**src/rtl/nic_ring_node.sv**
```systemverilog
// -----------------------------------------------------------------------------
// nic_ring_node
//
// Ring-network interface node on a unidirectional, registered packet ring.
// Each cycle the packet arriving from the predecessor is either forwarded
// (age+1), delivered to the local rx FIFO, copied (broadcast), or removed. A
// slot that ends up empty can carry the head of the local tx FIFO. The ring
// path is one register deep.
//
// Packet layout, MSB first:
//   did[IDW] sid[IDW] age[AGEW] ack[1] typ[6] payload[PAYW]
//   typ == 0 marks an empty slot; did == all ones is broadcast.
//
// Ports:
//   rst_i        async active-high reset
//   clk_i        clock
//   id_i         this node's ID (static, never all ones)
//   packet_i     ring input from the predecessor
//   packet_o     registered ring output to the successor
//   tx_packet_i  local packet to send, qualified by tx_valid_i
//   tx_ready_o   tx FIFO has room
//   rx_packet_o  rx FIFO head, qualified by rx_valid_o, popped by rx_ready_i
//   drop_o       one-cycle pulse, aligned with packet_o, per discarded packet
//   stat_*_o     injection / delivery / drop counters
//
// Build option:
//   NIC_RING_STATS_EN  when defined, stat_tx_o/stat_rx_o/stat_drop_o are
//                      32-bit wrapping counters; otherwise they are tied to 0.
// -----------------------------------------------------------------------------
module nic_ring_node #(
    parameter int IDW  = 6,
    parameter int AGEW = 6,
    parameter int PAYW = 72,
    parameter int TXD  = 8,
    parameter int RXD  = 8,
    localparam int PKTW = 2*IDW + AGEW + 7 + PAYW
) (
    input  logic            rst_i,
    input  logic            clk_i,
    input  logic [IDW-1:0]  id_i,
    input  logic [PKTW-1:0] packet_i,
    output logic [PKTW-1:0] packet_o,
    input  logic [PKTW-1:0] tx_packet_i,
    input  logic            tx_valid_i,
    output logic            tx_ready_o,
    output logic [PKTW-1:0] rx_packet_o,
    output logic            rx_valid_o,
    input  logic            rx_ready_i,
    output logic            drop_o,
    output logic [31:0]     stat_tx_o,
    output logic [31:0]     stat_rx_o,
    output logic [31:0]     stat_drop_o
);

    localparam int TXAW = $clog2(TXD);
    localparam int TXCW = TXAW + 1;
    localparam int RXAW = $clog2(RXD);
    localparam int RXCW = RXAW + 1;

    localparam int TYP_LSB = PAYW;
    localparam int AGE_LSB = PAYW + 7;
    localparam int SID_LSB = AGE_LSB + AGEW;
    localparam int DID_LSB = SID_LSB + IDW;

    localparam logic [IDW-1:0]  BCAST   = '1;
    localparam logic [AGEW-1:0] AGE_MAX = '1;
    localparam logic [TXCW-1:0] TX_FULL = TXCW'(TXD);
    localparam logic [RXCW-1:0] RX_FULL = RXCW'(RXD);

    // ring output stage
    logic [PKTW-1:0] packet_q, packet_d;
    logic            drop_q, drop_d;

    // tx FIFO
    logic [PKTW-1:0] tx_mem_q [TXD];
    logic [TXAW-1:0] tx_wr_ptr_q, tx_wr_ptr_d;
    logic [TXAW-1:0] tx_rd_ptr_q, tx_rd_ptr_d;
    logic [TXCW-1:0] tx_cnt_q, tx_cnt_d;

    // rx FIFO
    logic [PKTW-1:0] rx_mem_q [RXD];
    logic [RXAW-1:0] rx_wr_ptr_q, rx_wr_ptr_d;
    logic [RXAW-1:0] rx_rd_ptr_q, rx_rd_ptr_d;
    logic [RXCW-1:0] rx_cnt_q, rx_cnt_d;

    // decoded incoming packet
    logic [IDW-1:0]  in_did, in_sid;
    logic [AGEW-1:0] in_age;
    logic [5:0]      in_typ;

    logic            slot_free, fwd, rx_push, drop, inject;
    logic            tx_push, rx_pop;
    logic [PKTW-1:0] fwd_pkt, inj_pkt;

    assign in_did = packet_i[DID_LSB +: IDW];
    assign in_sid = packet_i[SID_LSB +: IDW];
    assign in_age = packet_i[AGE_LSB +: AGEW];
    assign in_typ = packet_i[TYP_LSB +: 6];

    assign tx_ready_o  = (tx_cnt_q != TX_FULL);
    assign rx_valid_o  = (rx_cnt_q != '0);
    assign rx_packet_o = rx_mem_q[rx_rd_ptr_q];
    assign packet_o    = packet_q;
    assign drop_o      = drop_q;

    assign tx_push = tx_valid_i && tx_ready_o;
    assign rx_pop  = rx_valid_o && rx_ready_i;

    // Slot classification. Exactly one of {free, fwd} holds for any non-NULL
    // packet after the expiry override; rx_push is independent because a
    // broadcast both copies and forwards.
    // NOTE: every signal gets a default at the top of the block so no path
    // leaves one unassigned, which would otherwise infer a latch.
    always_comb begin
        slot_free = 1'b0;
        fwd       = 1'b0;
        rx_push   = 1'b0;
        drop      = 1'b0;

        if (in_typ == 6'd0) begin
            slot_free = 1'b1;
        end else if (in_sid == id_i && in_did == BCAST) begin
            // own broadcast completed the loop: silently retire it
            slot_free = 1'b1;
        end else if (in_did == id_i) begin
            // full test uses the pre-pop count: a same-cycle pop makes no room
            if (rx_cnt_q != RX_FULL) begin
                rx_push   = 1'b1;
                slot_free = 1'b1;
            end else begin
                fwd = 1'b1;
            end
        end else if (in_did == BCAST) begin
            rx_push = (rx_cnt_q != RX_FULL);
            fwd     = 1'b1;
        end else if (in_sid == id_i) begin
            // unicast nobody claimed came back to us
            drop      = 1'b1;
            slot_free = 1'b1;
        end else begin
            fwd = 1'b1;
        end

        if (fwd && in_age == AGE_MAX) begin
            fwd       = 1'b0;
            drop      = 1'b1;
            slot_free = 1'b1;
        end
    end

    // Output packet selection and injection.
    always_comb begin
        fwd_pkt = packet_i;
        fwd_pkt[AGE_LSB +: AGEW] = in_age + AGEW'(1);

        inj_pkt = tx_mem_q[tx_rd_ptr_q];
        inj_pkt[SID_LSB +: IDW]  = id_i;
        inj_pkt[AGE_LSB +: AGEW] = '0;

        // no pass-through: only an already-queued head can be injected
        inject = slot_free && (tx_cnt_q != '0);

        if (fwd) begin
            packet_d = fwd_pkt;
        end else if (inject) begin
            packet_d = inj_pkt;
        end else begin
            packet_d = '0;
        end
        drop_d = drop;
    end

    // FIFO bookkeeping; pointers wrap naturally at power-of-2 depths.
    always_comb begin
        tx_wr_ptr_d = tx_wr_ptr_q + TXAW'(tx_push);
        tx_rd_ptr_d = tx_rd_ptr_q + TXAW'(inject);
        tx_cnt_d    = tx_cnt_q + TXCW'(tx_push) - TXCW'(inject);

        rx_wr_ptr_d = rx_wr_ptr_q + RXAW'(rx_push);
        rx_rd_ptr_d = rx_rd_ptr_q + RXAW'(rx_pop);
        rx_cnt_d    = rx_cnt_q + RXCW'(rx_push) - RXCW'(rx_pop);
    end

    // NOTE: state registers use non-blocking assignments so every flop samples
    // the pre-edge values of the others, independent of statement order.
    always_ff @(posedge clk_i or posedge rst_i) begin
        if (rst_i) begin
            packet_q    <= '0;
            drop_q      <= 1'b0;
            tx_wr_ptr_q <= '0;
            tx_rd_ptr_q <= '0;
            tx_cnt_q    <= '0;
            rx_wr_ptr_q <= '0;
            rx_rd_ptr_q <= '0;
            rx_cnt_q    <= '0;
        end else begin
            packet_q    <= packet_d;
            drop_q      <= drop_d;
            tx_wr_ptr_q <= tx_wr_ptr_d;
            tx_rd_ptr_q <= tx_rd_ptr_d;
            tx_cnt_q    <= tx_cnt_d;
            rx_wr_ptr_q <= rx_wr_ptr_d;
            rx_rd_ptr_q <= rx_rd_ptr_d;
            rx_cnt_q    <= rx_cnt_d;
        end
    end

    // NOTE: FIFO storage is deliberately not reset; the counts guard every
    // read, so clearing the arrays would only add reset fan-out.
    always_ff @(posedge clk_i) begin
        if (tx_push) begin
            tx_mem_q[tx_wr_ptr_q] <= tx_packet_i;
        end
        if (rx_push) begin
            rx_mem_q[rx_wr_ptr_q] <= packet_i;
        end
    end

`ifdef NIC_RING_STATS_EN
    logic [31:0] stat_tx_q, stat_tx_d;
    logic [31:0] stat_rx_q, stat_rx_d;
    logic [31:0] stat_drop_q, stat_drop_d;

    always_comb begin
        stat_tx_d   = stat_tx_q + 32'(inject);
        stat_rx_d   = stat_rx_q + 32'(rx_push);
        stat_drop_d = stat_drop_q + 32'(drop);
    end

    always_ff @(posedge clk_i or posedge rst_i) begin
        if (rst_i) begin
            stat_tx_q   <= '0;
            stat_rx_q   <= '0;
            stat_drop_q <= '0;
        end else begin
            stat_tx_q   <= stat_tx_d;
            stat_rx_q   <= stat_rx_d;
            stat_drop_q <= stat_drop_d;
        end
    end

    assign stat_tx_o   = stat_tx_q;
    assign stat_rx_o   = stat_rx_q;
    assign stat_drop_o = stat_drop_q;
`else
    assign stat_tx_o   = '0;
    assign stat_rx_o   = '0;
    assign stat_drop_o = '0;
`endif

endmodule

```
**config.mk**
```make
export PLATFORM = sky130hd
export DESIGN_NAME = nic_ring_node
export DESIGN_NICKNAME = d
export VERILOG_FILES = /design/src/rtl/nic_ring_node.sv
export SDC_FILE = /design/constraint.sdc
export NUM_CORES = 1
export LEC_CHECK = 0
export CORE_ASPECT_RATIO = 1.25
export CORE_UTILIZATION = 52
export CTS_CLUSTER_SIZE = 25
export DETAILED_ROUTE_END_ITERATION = 12
export HOLD_SLACK_MARGIN = 0.1
export PLACE_DENSITY = 0.75
export SKIP_CTS_REPAIR_TIMING = 1
export SLEW_MARGIN = 20
export SYNTH_ARGS = -nofsm -noshare
export SYNTH_HDL_FRONTEND = slang
export SYNTH_SLANG_ARGS = --single-unit
```
**constraint.sdc**
```tcl
create_clock -name clk_i -period 10.5 [get_ports clk_i]
set_input_delay 2.1 -clock clk_i [delete_from_list [all_inputs] [get_ports clk_i]]
set_output_delay 2.1 -clock clk_i [all_outputs]
set_load 0.01 [all_outputs]
```
After elaboration in Yosys (flattened, before gate mapping)
Memory sizes are Yosys's and may differ from the RTL's.
Index checks and enable logic that the tools add are counted.
{"block": "word_totals", "register_bits": 118, "ramBits": 1552, "n_memories": 2}
{"name": "rx_mem_q", "words": 8, "width": 97, "rd": 1, "rd_ports_with_merged_regs": 0, "wr": 1, "line_no": "81", "source": "logic [PKTW-1:0] rx_mem_q [RXD];"}
{"name": "tx_mem_q", "words": 8, "width": 97, "rd": 1, "rd_ports_with_merged_regs": 0, "wr": 1, "line_no": "75", "source": "logic [PKTW-1:0] tx_mem_q [TXD];"}
{"block": "classes", "n_addsub": 9, "n_eq_ne": 6, "n_mux": 28, "n_reduce_logical": 8}
{"operator": "$mux 97", "count": 2}
{"operator": "$mux 1", "count": 26}
{"operator": "$add 3x1->3", "count": 4}
{"operator": "$eq 6x6->1", "count": 2}
{"operator": "$eq 6x6->1 const B", "count": 2}
{"operator": "$add 4x1->4", "count": 2}
{"operator": "$ne 4x4->1 const B", "count": 2}
{"operator": "$reduce_bool 4->1", "count": 2}
{"operator": "$sub 4x1->4", "count": 2}
{"operator": "$add 6x1->6 const B", "count": 1}
{"operator": "$logic_not 6->1", "count": 1}
{"operator": "$logic_and 1x1->1", "count": 5}

Logic depth before layout (Yosys ltp)
Gate-level depths: netlist of the first run.
{"block": "depth", "ltp_word": 11, "ltp_mapped": 15, "ltp_nobuf": 13}

Least setup slack after synthesis of the first run
Ideal clock, no wire load.
{"block": "synth_path", "path_type": "input-to-reg", "from": "in id_i[0]", "to": "mem rx_mem_q[0][0] (netlist bit) (enable)", "setup_time_ns": 0.791, "arrival_ns": 12.426, "required_ns": 9.709, "path_slack_ns": -2.716, "stages": 6, "path_buffers": 1, "cell_sequence": "xnor2_1 nand4_2 or3_1 a211o_1 buf_6 nor4_1"}
{"block": "synth_between", "elab_chain_len": 6, "word_cells_on_any_way": 8, "classes_between": "eq/ne: 2; mux: 5; reduce/logical: 1"}
{"element": "start: declaration", "line_no": "40", "source": "input logic [IDW-1:0] id_i,"}
{"element": "$eq 6x6->1, on equally long branches", "line_no": "125, 122"}
{"element": "$mux 1 / $logic_and 1x1->1 (equally long branches)", "line_no": "125, 122"}
{"element": "$mux 1 (*)", "line_no": "122", "source": "end else if (in_sid == id_i && in_did == BCAST) begin"}
{"element": "$mux 1 (*)", "line_no": "120", "source": "if (in_typ == 6'd0) begin"}
{"element": "$mux 1 (*)", "line_no": "214", "source": "if (rx_push) begin"}
{"element": "$mux 1 (not written as such) (*)", "line_no": "215", "source": "rx_mem_q[rx_wr_ptr_q] <= packet_i;"}
{"element": "end: declaration", "line_no": "81"}
Mark *: on every way between the ends. The rest lies on a longest branch, timed or not.

Worst setup path after layout of the first run
{"block": "layout_path", "from": "reg rx_rd_ptr_q[0]", "to": "out rx_packet_o[55]"}
{"block": "layout_between", "elab_chain_len": 1}
{"element": "start: declaration", "line_no": "83", "source": "logic [RXAW-1:0] rx_rd_ptr_q, rx_rd_ptr_d;"}
{"element": "start signal: assignment", "line_no": "203", "source": "rx_rd_ptr_q <= rx_rd_ptr_d;"}
{"element": "$mem_v2 8x97"}
{"element": "end: declaration", "line_no": "46", "source": "output logic [PKTW-1:0] rx_packet_o,"}
No other way between the ends.

==> results of run 1 <==
power breakdown:
group | leakage (nW) | internal (mW) | switching (mW) | total, mW
logic | 6.28 | 2.56 | 2.56 | 5.12
registers | 14.5 | 7.40 | 0.363 | 7.76
clock network | 2.32 | 2.91 | 2.28 | 5.20
total | 23.1 | 12.9 | 5.21 | 18.1
cell type report:
type / count / area share (%)
timing repair buffer: 439 / 6.051
clock buffer: 186 / 5.613
sequential: 1574 / 65.86
clock inverter: 92 / 1.129
tap: 1551 / 2.737
multi-input combinational: 938 / 18.44
antenna: 18 / 0.06352
inverter: 19 / 0.1076
registers in the layout, indices dropped and copies added, names as in the netlist, 3 cells and up:
signal       count
tx_wr_ptr_q      3
tx_mem_q       680
rx_wr_ptr_q      3
tx_rd_ptr_q      3
packet_o        97
rx_rd_ptr_q      3
tx_cnt_q         4
rx_mem_q       776
rx_cnt_q         4
layout by cell type (no fill, tap or decap), drive strengths merged, types with 8 or more instances in the layout:
cell / Yosys / layout
buf: 164 / 51
bufinv: 0 / 8
clkbuf: 57 / 186
clkdlybuf4s50: 0 / 388
clkinv: 0 / 69
conb: 1 / 96
dfrtp: 118 / 118
diode: 0 / 18
edfxtp: 1456 / 1456
ha: 21 / 21
inv: 19 / 27
mux2: 188 / 188
mux2i: 85 / 85
mux4: 364 / 364
nor2: 101 / 101
xnor2: 15 / 15
xor2: 9 / 9
final timing paths:
path | endpoint | start | slack [ns] | cells past startpoint
setup / recovery | rx_packet_o[55] | rx_rd_ptr_q[0]$_DFF_PP0_ | 3.81 | 5
hold / removal | tx_cnt_q[0]$_DFF_PP0_ | tx_cnt_q[0]$_DFF_PP0_ | 0.53 | 1
setup reg to reg | packet_o[36]$_DFF_PP0_ | tx_rd_ptr_q[1]$_DFF_PP0_ | 6.49 | 6
max in group asynchronous | packet_o[66]$_DFF_PP0_ | rst_i | 7.26 | 3
min in group asynchronous | packet_o[5]$_DFF_PP0_ | rst_i | 1.81 | 2
hold reg to reg | tx_cnt_q[0]$_DFF_PP0_ | tx_cnt_q[0]$_DFF_PP0_ | 0.53 | 1
critical path, stage by stage, from the launching register on:
cell	delay, ns
dfrtp_4	1.04
buf_4	0.70
buf_4	0.61
mux4_2	0.57
mux2_2	0.28
clkdlybuf4s50_1	0.53
cells by family after synthesis:
family                     share of synthesized area, %
AOI/OAI and AO/OA                                0.1319
xor gates and xnor gates                         0.3464
adders and majority gates                        0.4989
buffers and inverters                             2.315
DFF                                               76.90
muxes                                             18.61
other                                          0.006179
and+or+nand+nor                                   1.183
per-layer routing:
metal	up-vias	GRT usage, %
met2	1106	37.66
met5	-	0
met1	15040	31.76
li1	11690	-
met4	20	7.656
met3	220	4.855
per-stage QoR:
step	TNS, ns	total power [mW]	hold WS [ns]	instances	area (µm²)
global placement	0	12.93	0.4894	4520	66050
floorplan	-531.13	11.04	0.4730	2752	61050
finish	0	18.08	0.5281	4817	70910
global route	0	18.77	0.5451	4809	70890
CTS	0	18.26	0.5297	4798	70830
detailed placement	0	13.05	0.5152	4520	66050
==> out/metrics.yaml, run 1 <==
synthesis:
  ys.flop_type: "edfxtp_1"
  async_flop_share_pct: 7.497
  synth_top_cell_by_area: "edfxtp_1"
  ys_seq_elements: 1574
  syn_area_um2: 60690
  yosys.area.top_type_share_pct: 72.04
  synthTopCellsByArea: "edfxtp_1 72%, mux4_2 14%, dfrtp_1 4.9%, mux2_2 2.8%, mux2i_1 1.4%"
  synth.avg_cell_area_um2: 22.84
  synth_cell_types: 46
  synth_cells: 2657
  synth.most_common_cell: "edfxtp_1"
  yosysWarnings: 0
  synth-edff-count: 1456
  synth_common_cells: "1456 x edfxtp_1, 364 x mux4_2, 153 x mux2_2"
  ys_seq_area_share_pct: 76.90
timing:
  post-route-period-util_pct: 63.75
  finalHoldViolations: 0
  slew_headroom_pct: 25.47
  finalCriticalPeriod_ns: 6.694
  finalWorstSetupSlack_ns: 3.806
  setup_viol: 0
  rsz0062_at_grt: "false"
  skew_ns: 0.04229
  clock.fmax_ghz: 0.1494
  worst_slew_pin_slew_ns: 1.118
  final_max_slew_viol_count: 0
setup_path:
  worstPathArrival_ns: 4.59
  worstPathMaxFanout: 47
  required_ns: 8.40
  cp-start-kind: "flop"
  crit_type: "flop to output port"
  end_kind: "output port"
clock_network:
  root_buffer: "clkbuf_16"
  cts_num_sinks: 1574
  cts_tree: "yes"
  htree_levels: 4
  path_clk_slew_ns: 0.07
  clk_path_buf_depth: 3
  cts_made_buffers: 149
  clk-insertion-delay-late_ns: 0.78
run_status:
  outcome: "finished, final reports clean"
routing:
  drt_wl_total_um: 136100
  drt_iter0_drc: 2434
  m1WireLength_um: 54680
  vias: 28080
  dr.pass1.iters: 5
  routedWlPerCell_um: 28.25
  ant_nets: 0
  met2_length_um: 67790
  vias_per_cell: 5.829
  wl_met3_um: 9550
  top_layer_used: "met5"
  drcViolationCount: 0
placement:
  hpwlAfterDp_um: 77640
  gp_congestion: 0.7844
  io_buffer_count: 388
  pre_cts_ws_ns: 3.806
floorplanning:
  die_area_um2: 118100
  core_um2: 115300
  initial_core_util_pct: 52.64
  rows: 139
  die_w_um: 307.6
  die_y_um: 384.0
  io_pins: 497
finish:
  seq_area_um2: 46700
  fin_nets: 3348
  nFillCells: 7711
  utilization_pct: 61.50
  area_growth_pct: 16.83
  multi_input_area_um2: 13080
  drive_gt1_share_pct: 26.08
global_route:
  grt_overflow_total: 0
  grt_max_degree: 79
  track_usage_pct: 23.24
  grt_pass1_vias: 28940
  antenna_found_initial: 28
  grt_pass1_wl_um: 195800
power_and_ir_drop:
  power_leakage_nw: 23.13
  peakVddDrop_mv: 0.1608
  powerDensity_nw_per_um2: 255.0
flow_run:
  drv_cap: 0
worst_hold_path:
  hold_class: "flop to flop"
(Power assumes the default switching activity.)
==> inputs of run 2 (changes only) <==
- clock period: 10.5 -> 5.4 ns (I/O delays scaled with it)
==> run 2 against run 1 <==
Compared with the run above: via count shrank 0.31%; routed wire length shrank 0.12%; clock power grew 91%; global-route usage shrank 0.077 points; clock skew shrank 0.0098 ns; largest cell class unchanged; setup slack lost 3.1 ns; critical endpoint is now rx_packet_o[90]; critical path type unchanged; register-to-register slack lost 4.3 ns; sequential cell count is the same; sequential share of layout area shrank 0.31 points; combinational power grew 94%; utilization grew 0.29 points.
==> out/metrics.yaml, run 2 (synthesis results as in run 1) <==
global_route:
  grt_pass1_vias: 28840
  antenna_found_initial: 34
  grt_max_degree: 88
  grt_pass1_wl_um: 195000
  track_usage_pct: 23.16
  grt_overflow_total: 0
power_and_ir_drop:
  peakVddDrop_mv: 0.3724
  powerDensity_nw_per_um2: 492.8
  power_leakage_nw: 23.21
  seq_power_share_pct: 43.4
  p_clk_share_pct: 28.3
  internal_power_mw: 25.08
  p_total_mw: 35.11
  pwr-share-comb_pct: 28.3
  switchingPower_mw: 10.03
  p_sw_share_pct: 28.57
setup_path:
  worstPathMaxFanout: 32
  worstPathCellList: "buf_4, mux4_2, mux2_2, clkdlybuf4s50_1"
  reg2reg_slack_ns: 2.20
  required_ns: 4.32
  crit_type: "flop to output port"
  end_kind: "output port"
  r2r_cells: 5
  slowest_stage: "dfrtp_4"
  r2r-start: "tx_rd_ptr_q[0]$_DFF_PP0_"
  worstPathArrival_ns: 3.57
  worst_path_largest_cell_delay_ns: 0.90
  cp-start-kind: "flop"
  r2r-end: "packet_o[96]$_DFF_PP0_"
routing:
  ant_nets: 0
  vias_per_cell: 5.812
  drt_wl_total_um: 135900
  drt_iter0_drc: 2598
  drcViolationCount: 0
  dr.pass1.iters: 6
  routedWlPerCell_um: 28.22
  vias: 27990
clock_network:
  cts_made_buffers: 145
  clk-insertion-delay-late_ns: 0.78
  cts_tree: "yes"
  cts_num_sinks: 1574
  htree_levels: 4
  clk_path_buf_depth: 3
  path_clk_slew_ns: 0.06
  root_buffer: "clkbuf_16"
finish:
  fin_cells: 4816
  layout_common_cells: "1456 x edfxtp_1, 388 x clkdlybuf4s50_1, 364 x mux4_2"
  largest_register_ffs: 776
  drive_gt1_share_pct: 26.17
  nFillCells: 7562
  layout_commonest_cell: "edfxtp_1"
  area_growth_pct: 17.38
  top_register: "rx_mem_q"
  fin_nets: 3355
timing:
  skew_ns: 0.03245
  worst_slew_pin_slew_ns: 1.027
  rsz0062_at_grt: "false"
  worst_hold_slack_ns: 0.5292
  clock.fmax_ghz: 0.2150
  final_max_slew_viol_count: 0
  post-route-period-util_pct: 86.14
  slew_headroom_pct: 31.55
  fin_tns_setup_ns: 0
  finalHoldViolations: 0
  finalCriticalPeriod_ns: 4.651
  finalWorstSetupSlack_ns: 0.7486
  setup_viol: 0
floorplanning:
  io_pins: 497
  die_y_um: 384.0
  die_area_um2: 118100
  initial_core_util_pct: 52.64
  core_um2: 115300
  rows: 139
  die_w_um: 307.6
worst_hold_path:
  min_to: "tx_cnt_q[0]$_DFF_PP0_"
  hold_depth: 1
  min_from: "tx_cnt_q[0]$_DFF_PP0_"
  hold_class: "flop to flop"
placement:
  pre_cts_ws_ns: 0.7149
  hpwlAfterDp_um: 80160
  io_buffer_count: 388
  dp_cells: 4532
  gp_congestion: 0.7868
run_status:
  outcome: "finished, final reports clean"
flow_run:
  drv_cap: 0
## run 2: cell types whose count changed in the layout (fill, tap and decap cells not counted), sizes merged
cell | before | now
clkbuf | 186 | 206
buf | 51 | 62
clkinv | 69 | 34
diode | 18 | 17
inv | 27 | 31
clkinvlp | 7 | 6
bufinv | 8 | 9
## run 2: layer usage
| layer | routed length [µm] | up-vias | share of wire, % | track usage, % |
|---|---|---|---|---|
| met5 | 210 | - | 0.15 | 0 |
| met4 | 4520 | 32 | 3.3 | 9.139 |
| met3 | 9452 | 239 | 7.0 | 5.247 |
| met2 | 67770 | 1047 | 50 | 36.93 |
| met1 | 53930 | 14940 | 40 | 31.28 |
| li1 | - | 11730 | - | - |
## run 2: how the worst max path moves through the flow
stage | startpoint | endpoint | slack, ns | cells after the start
floorplan | id_i[2] | rx_mem_q[5][0]$_DFFE_PP_ | -0.39 | 6
global placement | packet_i[93] | rx_mem_q[6][71]$_DFFE_PP_ | 0.78 | 7
detailed placement | packet_i[92] | rx_mem_q[6][60]$_DFFE_PP_ | 0.71 | 7
CTS | rx_rd_ptr_q[0]$_DFF_PP0_ | rx_packet_o[90] | 0.66 | 4
global route | rx_rd_ptr_q[0]$_DFF_PP0_ | rx_packet_o[90] | 0.56 | 4
finish | rx_rd_ptr_q[0]$_DFF_PP0_ | rx_packet_o[90] | 0.75 | 4
## run 2: area by class of cell
type	count	area [µm²]	area share (%)
Clock inverter	61	620.6	0.8712
Multi-Input combinational cell	938	13190	18.51
Inverter	19	76.32	0.1071
Sequential cell	1574	46700	65.55
Clock buffer	206	4000	5.615
Timing Repair Buffer	450	4674	6.562
Tap cell	1551	1941	2.724
Antenna cell	17	42.54	0.05972
## run 2: per-stage QoR
| stage | utilization, % | area, µm² |
|---|---|---|
| floorplan | - | 61200 |
| global placement | 57.74 | 66580 |
| detailed placement | 57.74 | 66580 |
| CTS | 61.74 | 71200 |
| global route | 61.77 | 71220 |
| finish | 61.78 | 71240 |
## run 2: power by group through the flow
stage	sequential, mW	clock (mW)	combinational (mW)
2_1_floorplan	14.9	0	6.53
3_3_place_gp	15.4	0	9.85
3_5_place_dp	15.5	0	10.0
4_1_cts	15.3	10.1	10.1
5_1_grt	15.3	10.6	10.5
6_report	15.2	9.95	9.93
## run 2: worst max-delay path, delay by kind of cell (launching register included)
kind | cells | cell delay [ns]
buffers and inverters | 2 | 0.99
flip-flops | 1 | 0.90
multiplexers | 2 | 0.88
